### src/rtl/key_entry_buffer.sv
// key_entry_buffer: N-digit BCD entry buffer with shift/overwrite editing, commit/cancel, preset load, cursor blink and idle timeout
//   clk, reset            : clock, synchronous active-high reset
//   key_code, key_valid   : decoded key event (0-9 digit, A left, B right, C backspace, D mode, E cancel, F commit)
//   load_valid, load_value: external preset of the committed value
//   digits, cursor        : working value and cursor index for the display
//   blink_mask            : digits to blank right now (cursor blink in overwrite edit)
//   editing, mode         : edit-state flag and current edit mode (0 shift, 1 overwrite)
//   commit_valid          : one-cycle strobe when a commit happens
//   commit_value          : committed value
module key_entry_buffer #(
    parameter int N_DIGITS       = 6,
    parameter int CW             = 3,
    parameter int BLINK_CYCLES   = 50_000_000,
    parameter int TIMEOUT_CYCLES = 0,
    parameter int MODE_INIT      = 0
) (
    input  logic                  clk,
    input  logic                  reset,
    input  logic [3:0]            key_code,
    input  logic                  key_valid,
    input  logic                  load_valid,
    input  logic [4*N_DIGITS-1:0] load_value,
    output logic [4*N_DIGITS-1:0] digits,
    output logic [CW-1:0]         cursor,
    output logic [N_DIGITS-1:0]   blink_mask,
    output logic                  editing,
    output logic                  mode,
    output logic                  commit_valid,
    output logic [4*N_DIGITS-1:0] commit_value
);
    localparam int W  = 4 * N_DIGITS;
    localparam int BW = $clog2(BLINK_CYCLES);
    localparam int TW = TIMEOUT_CYCLES > 1 ? $clog2(TIMEOUT_CYCLES) : 1;
    localparam logic [CW-1:0] LAST = CW'(N_DIGITS - 1);

    typedef enum logic {IDLE, EDIT} state_t;

    state_t        state;
    logic [BW-1:0] bcnt;
    logic          phase;
    logic [TW-1:0] tcnt;
    logic          is_digit;
    logic          bwrap;
    logic          timeout;
    logic [CW-1:0] cur_left;
    logic [CW-1:0] cur_right;

    assign is_digit  = key_valid && key_code <= 4'd9;
    assign bwrap     = bcnt == BW'(BLINK_CYCLES - 1);
    // tcnt holds the idle cycles already counted, so the edge completing the last one cancels
    assign timeout   = TIMEOUT_CYCLES != 0 && state == EDIT && !key_valid && tcnt == TW'(TIMEOUT_CYCLES - 1);
    assign cur_left  = cursor == LAST ? '0 : cursor + 1'b1;
    assign cur_right = cursor == '0 ? LAST : cursor - 1'b1;
    assign editing   = state == EDIT;
    assign blink_mask = (editing && mode && phase) ? N_DIGITS'(1) << cursor : '0;

    always_ff @(posedge clk) begin
        if (reset) begin
            state        <= IDLE;
            digits       <= '0;
            commit_value <= '0;
            cursor       <= LAST;
            mode         <= 1'(MODE_INIT);
            commit_valid <= 1'b0;
            bcnt         <= '0;
            phase        <= 1'b0;
            tcnt         <= '0;
        end else begin
            commit_valid <= 1'b0;
            bcnt  <= (key_valid || bwrap) ? '0 : bcnt + 1'b1;
            phase <= key_valid ? 1'b0 : phase ^ bwrap;
            tcnt  <= (state == IDLE || key_valid) ? '0 : tcnt + 1'b1;
            if (state == IDLE) begin
                // a digit key starting an edit takes priority over a simultaneous preset
                if (load_valid && !is_digit) begin
                    commit_value <= load_value;
                    digits       <= load_value;
                end
                if (is_digit) begin
                    state <= EDIT;
                    if (mode) begin
                        digits[{LAST, 2'b00} +: 4] <= key_code;
                        cursor <= LAST - 1'b1;
                    end else
                        digits <= {{(W-4){1'b0}}, key_code};
                end else if (key_valid && key_code == 4'hD) begin
                    state  <= EDIT;
                    mode   <= ~mode;
                    cursor <= LAST;
                end
            end else if (key_valid && key_code == 4'hF) begin
                commit_value <= digits;
                commit_valid <= 1'b1;
                state        <= IDLE;
            end else if (timeout || (key_valid && key_code == 4'hE)) begin
                commit_value <= load_valid ? load_value : commit_value;
                digits       <= load_valid ? load_value : commit_value;
                state        <= IDLE;
            end else begin
                if (load_valid)
                    commit_value <= load_value;
                if (is_digit && !mode)
                    digits <= {digits[W-5:0], key_code};
                else if (is_digit) begin
                    digits[{cursor, 2'b00} +: 4] <= key_code;
                    cursor <= cur_right;
                end else if (key_valid && key_code == 4'hC) begin
                    if (mode)
                        digits[{cursor, 2'b00} +: 4] <= 4'h0;
                    else
                        digits <= {4'h0, digits[W-1:4]};
                end else if (key_valid && key_code == 4'hA && mode)
                    cursor <= cur_left;
                else if (key_valid && key_code == 4'hB && mode)
                    cursor <= cur_right;
                else if (key_valid && key_code == 4'hD) begin
                    mode   <= ~mode;
                    cursor <= LAST;
                end
            end
        end
    end
endmodule

### config.mk
export PLATFORM = sky130hd
export DESIGN_NAME = key_entry_buffer
export DESIGN_NICKNAME = d
export VERILOG_FILES = /design/src/rtl/key_entry_buffer.sv
export SDC_FILE = /design/constraint.sdc
export NUM_CORES = 1
export LEC_CHECK = 0
export ABC_AREA = 1
export CAP_MARGIN = 20
export CORE_MARGIN = 2
export CORE_UTILIZATION = 59
export DETAILED_ROUTE_END_ITERATION = 10
export GPL_TIMING_DRIVEN = 0
export PLACE_DENSITY = 0.95
export SKIP_LAST_GASP = 1
export SYNTH_ARGS = -nofsm -noshare
export SYNTH_HDL_FRONTEND = slang
export SYNTH_SLANG_ARGS = --single-unit
### constraint.sdc
create_clock -name clk -period 4.2 [get_ports clk]
set_input_delay 1.05 -clock clk [delete_from_list [all_inputs] [get_ports clk]]
set_output_delay 1.05 -clock clk [all_outputs]
set_load 0.01 [all_outputs]
**Word level (Yosys, flattened, before mapping)**

Index checks and enable logic that the tools add are counted.

- Flip-flop bits (word level): 81
- Input port bits: 32
- Output and inout port bits: 60
- Logic and storage cells: 113

- Add/sub/neg operators: 4
- Order comparisons: 1
- Equality and inequality tests: 19
- Shift operators: 4
- Mux-type cells: 47
- Bitwise logic cells: 3
- Reductions and logical operators: 26

Operators with widths:

| cell | number |
|---|---|
| 2-to-1 mux 24 bit | 13 |
| bitwise mux 24 bit | 2 |
| 2-to-1 mux 3 bit | 13 |
| adder 26 x 1 -> 26 bit (second input constant) | 1 |
| equality test 26 bit (second input constant) | 1 |
| equality test 4 bit (second input constant) | 6 |
| variable shift 4 x 7 -> 24 bit (first input constant) | 1 |
| indexed part select 4 x 7 -> 24 bit | 1 |
| indexed part select 4 x 7 -> 24 bit (first input constant) | 1 |
| 2-to-1 mux 20 bit | 1 |
| 2-to-1 mux 1 bit | 16 |
| logical AND 1 bit | 13 |
| inequality test 3 bit (second input constant) | 4 |
| inequality test 2 bit (second input constant) | 5 |
| AND reduction 8 bit | 1 |
| negation 5 -> 7 bit | 1 |
| 2-to-1 mux 6 bit | 1 |
| OR reduction 2 bit | 3 |
| left shift 1 x 3 -> 6 bit (first input constant) | 1 |
| inequality test 5 x 1 -> 1 bit (second input constant) | 1 |
| AND reduction 5 bit | 1 |
| less-or-equal comparator 4 bit (second input constant) | 1 |
| 2-to-1 mux 4 bit | 1 |
| inequality test 4 x 1 -> 1 bit (second input constant) | 1 |
| 12 further kinds | 14 |

**Logic depth before layout (Yosys ltp)**

- Depth in word-level cells: 11
- Depth in mapped cells: 14
- Depth with buffers taken out: 14

**Least setup slack after synthesis**

No wires, ideal clock.

- Path type: reg2out
- Start point: reg cursor[0]
- End point: out blink_mask[0]
- Arrival: 1.244 ns
- Required time: 3.150 ns
- Slack: 1.906 ns
- Cell stages (with the launch flop): 6
- Buffers on the path: 0
- Cells stage by stage: dfxtp_1 inv_1 ha_1 ha_1 inv_1 nor2_1

- Cells in the longest elaborated chain, start to end: 2

RTL lines:

| element | RTL line | RTL |
|---|---|---|
| from (decl) | 24 | `output logic [CW-1:0] cursor,` |
| from (signal assigned) | 83 | `cursor <= LAST - 1'b1;` |
| from (signal assigned) | 106 | `cursor <= cur_right;` |
| from (signal assigned) | 113 | `cursor <= cur_left;` |
| left shift 1 x 3 -> 6 bit | 55 | `assign blink_mask = (editing && mode && phase) ? N_DIGITS'(1) << cursor : '0;` |
| 2-to-1 mux 6 bit | 55 |  |
| to (decl) | 25 | `output logic [N_DIGITS-1:0] blink_mask,` |

Every way passes these cells.

**Final worst setup path**

Ends and elaborated chain as after synthesis.

==> metrics.md <==
| Metric | Value |
|---|---|
| Status | `completed` |
| Area taken by multi-input logic gates | `3647 um2` |
| Leakage power | `about 0.0031 uW` |
| Startpoint Class | `flip-flop` |
| ANT nets after route | `0` |
| Worst slew margin | `0.5190` |
| First-pass GRT wire length | `34400 um` |
| Post-synth ARST share | `0` |
| Post-Route WL | `21480 um` |
| Tmin final | `3366 ps` |
| Setup Skew | `13.13 ps` |
| Post-Route Setup TNS | `0 ps` |
| Die area | `10730 um2` |
| Synth Net Count | `1029` |
| Drt drc | `0` |
| CP arrival | `2320 ps` |
| Synthesized flop and latch total | `81` |
| Clk Latency, worst-skew pair | `around 370 ps` |
| Site Rows | `36` |
| Post-Synthesis Cells | `approximately 990` |
| Fillers | `876` |
| Area Overhead vs Synth | `21.23%` |
| Nets | `1126` |
| GP Congestion | `1.046` |
| Number of setup violations in the final report | `0` |
| Pins over their slew limit | `0` |
| Final worst-path cycle share | `0.8013` |
| H-tree depth | `3` |
| Routed vias | `roughly 7.4k` |
| Crit path required time | `~3200 ps` |
| Detail Placement HPWL | `16190 um` |
| CTS max path bufs | `2` |
| Initial antenna violation count | `0` |
| MaxCap Viol Count | `0` |
| Setup bufs post-CTS | `0` |
| Crit path max fanout | `9` |
| CTS tree | `yes` |
| Vias in the first global route | `6788` |
| Final Hold Viols | `0` |
| Global route overflow | `0` |
| Met3 Usage GRT | `0.08559` |
| Ys flop type | `dfxtp_1` |
| WL/cell | `17.60 um` |
| Largest net degree at the start of global routing | `14` |
| Starting DRT DRC Count | `814` |
| Top cell type's share of synthesized area | `0.2771` |
| Core box area | `between 9000 and 10000 um2` |
| Cts repair resizes | `0` |
| Clock Sinks | `81` |
| Main combinational cell family by area after synthesis | `simple AND/OR/NAND/NOR gates` |
| Worst-margin pin slew | `721.4 ps` |
| Die height | `103.6 um` |
| Register area | `roughly 1600 um2` |
| Post-synthesis mux area share | `0.01368` |
| GRT Total Usage | `0.4001` |
| Final core utilization | `0.7326` |
| M1 GR Usage | `0.5112` |
| Initial Utilization | `0.6043` |
| HP Class | `flip-flop to flip-flop` |
| Synth warnings | `0` |
| Place WS | `between 900 and 1000 ps` |
| Dominant cells by area after synthesis | `dfxtp_1, nand2_1, nor2_1, a21oi_1, o21ai_0` |
| Post-synthesis compound-gate area fraction | `0.1907` |
| M2 GR Usage | `0.6272` |
| Die Wd | `between 100 and 150 um` |
| Largest area contributor in the netlist | `dfxtp_1` |
| Pwr dens | `approximately 310 nW/um2` |
| Ant diodes | `0` |
| Post-synth EDFFs | `0` |
| Post-synthesis sequential area ratio | `0.2771` |
| Synth Area per Inst | `5.941 um2` |
| Vias/cell | `6.078` |
| Share of post-route cells with drive strength above 1 | `0.05980` |
| Num CTS Buffers | `9` |
| Unrepaired setup endpoints after global routing | `false` |
| Netlist cell types | `40` |
| Adder-cell area share of the yosys netlist | `0.02566` |
| Root Buffer | `clkbuf_8` |
| Peak Freq | `297.1 MHz` |
| Crit path capture type | `output port` |
| Most common cell in the netlist | `nand2_1` |
| Worst-path clk slew | `90 ps` |
| Crit path kind | `flip-flop to output port` |
| Gr busiest metal | `met2` |
| Drt first pass iters | `6` |
| IO Port Bufs | `between 80 and 90` |
| Cts hold-fix bufs | `0` |
| Final setup margin | `834.4 ps` |
| Cell area after synthesis | `5852 um2` |
| IO Pins | `92` |
| Synth Area in Simple Gates | `0.3842` |
| Xor/xnor cell area share of the yosys netlist | `0.008980` |
| Commonest cells in the netlist | `nand2_1, nor2_1, inv_1` |
| Peak VDD IR | `approximately 0.23 mV` |
==> worst paths after layout <==
kind | start | endpoint | slack (ps) | cells past startpoint
hold reg to reg | bcnt[0] | bcnt[0] | 450 | 1
setup reg to reg | cursor[0] | digits[2] | 1160 | 11
setup / recovery | cursor[0] | blink_mask[0] | 830 | 6
hold / removal | bcnt[0] | bcnt[0] | 450 | 1
==> per-stage QoR <==
step	cells	instance area [um2]	power [uW]	hold slack (ps)
detailed placement	1204	6879	1545	438.5
global route	1220	7094	2290	492.6
global placement	1204	6879	1534	428.8
finish	1220	7094	2200	453.1
CTS	1220	7094	2168	454.3
floorplan	985	5852	1269	417.5
==> metal layers <==
metal,part of all wire,vias up
li1,-,3414
met1,0.38,3300
met2,0.43,579
met3,0.13,122
met4,0.058,0
met5,0,-
==> area by class of cell <==
type	count	share of cell area
inverters	100	0.05291
well taps	133	0.02346
clock inverters	3	0.006526
plain buffers	41	0.02928
flip-flops and latches	81	0.2286
multi-input cells	763	0.5141
clock buffers	13	0.02381
repair buffers	86	0.1213
==> critical path, stage by stage (launching register included) <==
cell and delay (ps):
dfxtp_1 570, inv_1 250, ha_1 330, ha_1 220, inv_1 50, nor2_1 40
clkdlybuf4s50_1 480
==> cell families after synthesis <==
family,after synthesis
AO/OA/AOI/OAI,201
XOR/XNOR,6
adder cells (fa/ha/maj),12
buffers and inverters,141
flip-flops,81
multiplexers,8
AND/OR/NAND/NOR,536
==> sequential cells by signal, summed over array words and instances (netlist names) <==
name / cells
digits: 24
commit_valid: 1
mode: 1
bcnt: 26
phase: 1
cursor: 3
commit_value: 24
editing: 1
==> placed cells by master, fill, tap and decap left out, types with 13 or more instances in the layout <==
master	n
o21ai_0	70
clkbuf_1	20
dfxtp_1	81
a21oi_1	79
nor2_1	131
buf_2	13
nor3_1	14
nand2_1	285
o211ai_1	19
nand3_1	63
inv_1	92
clkdlybuf4s50_1	86
==> power by group <==
part / internal (uW) / switching, uW / leakage (uW)
combinational: 260 / 400 / 0.00231
clock: 327 / 315 / 0.000106
sequential: 825 / 73.9 / 0.000663
total: 1410 / 789 / 0.00307
Note: power is estimated with default switching activity, not from simulation.
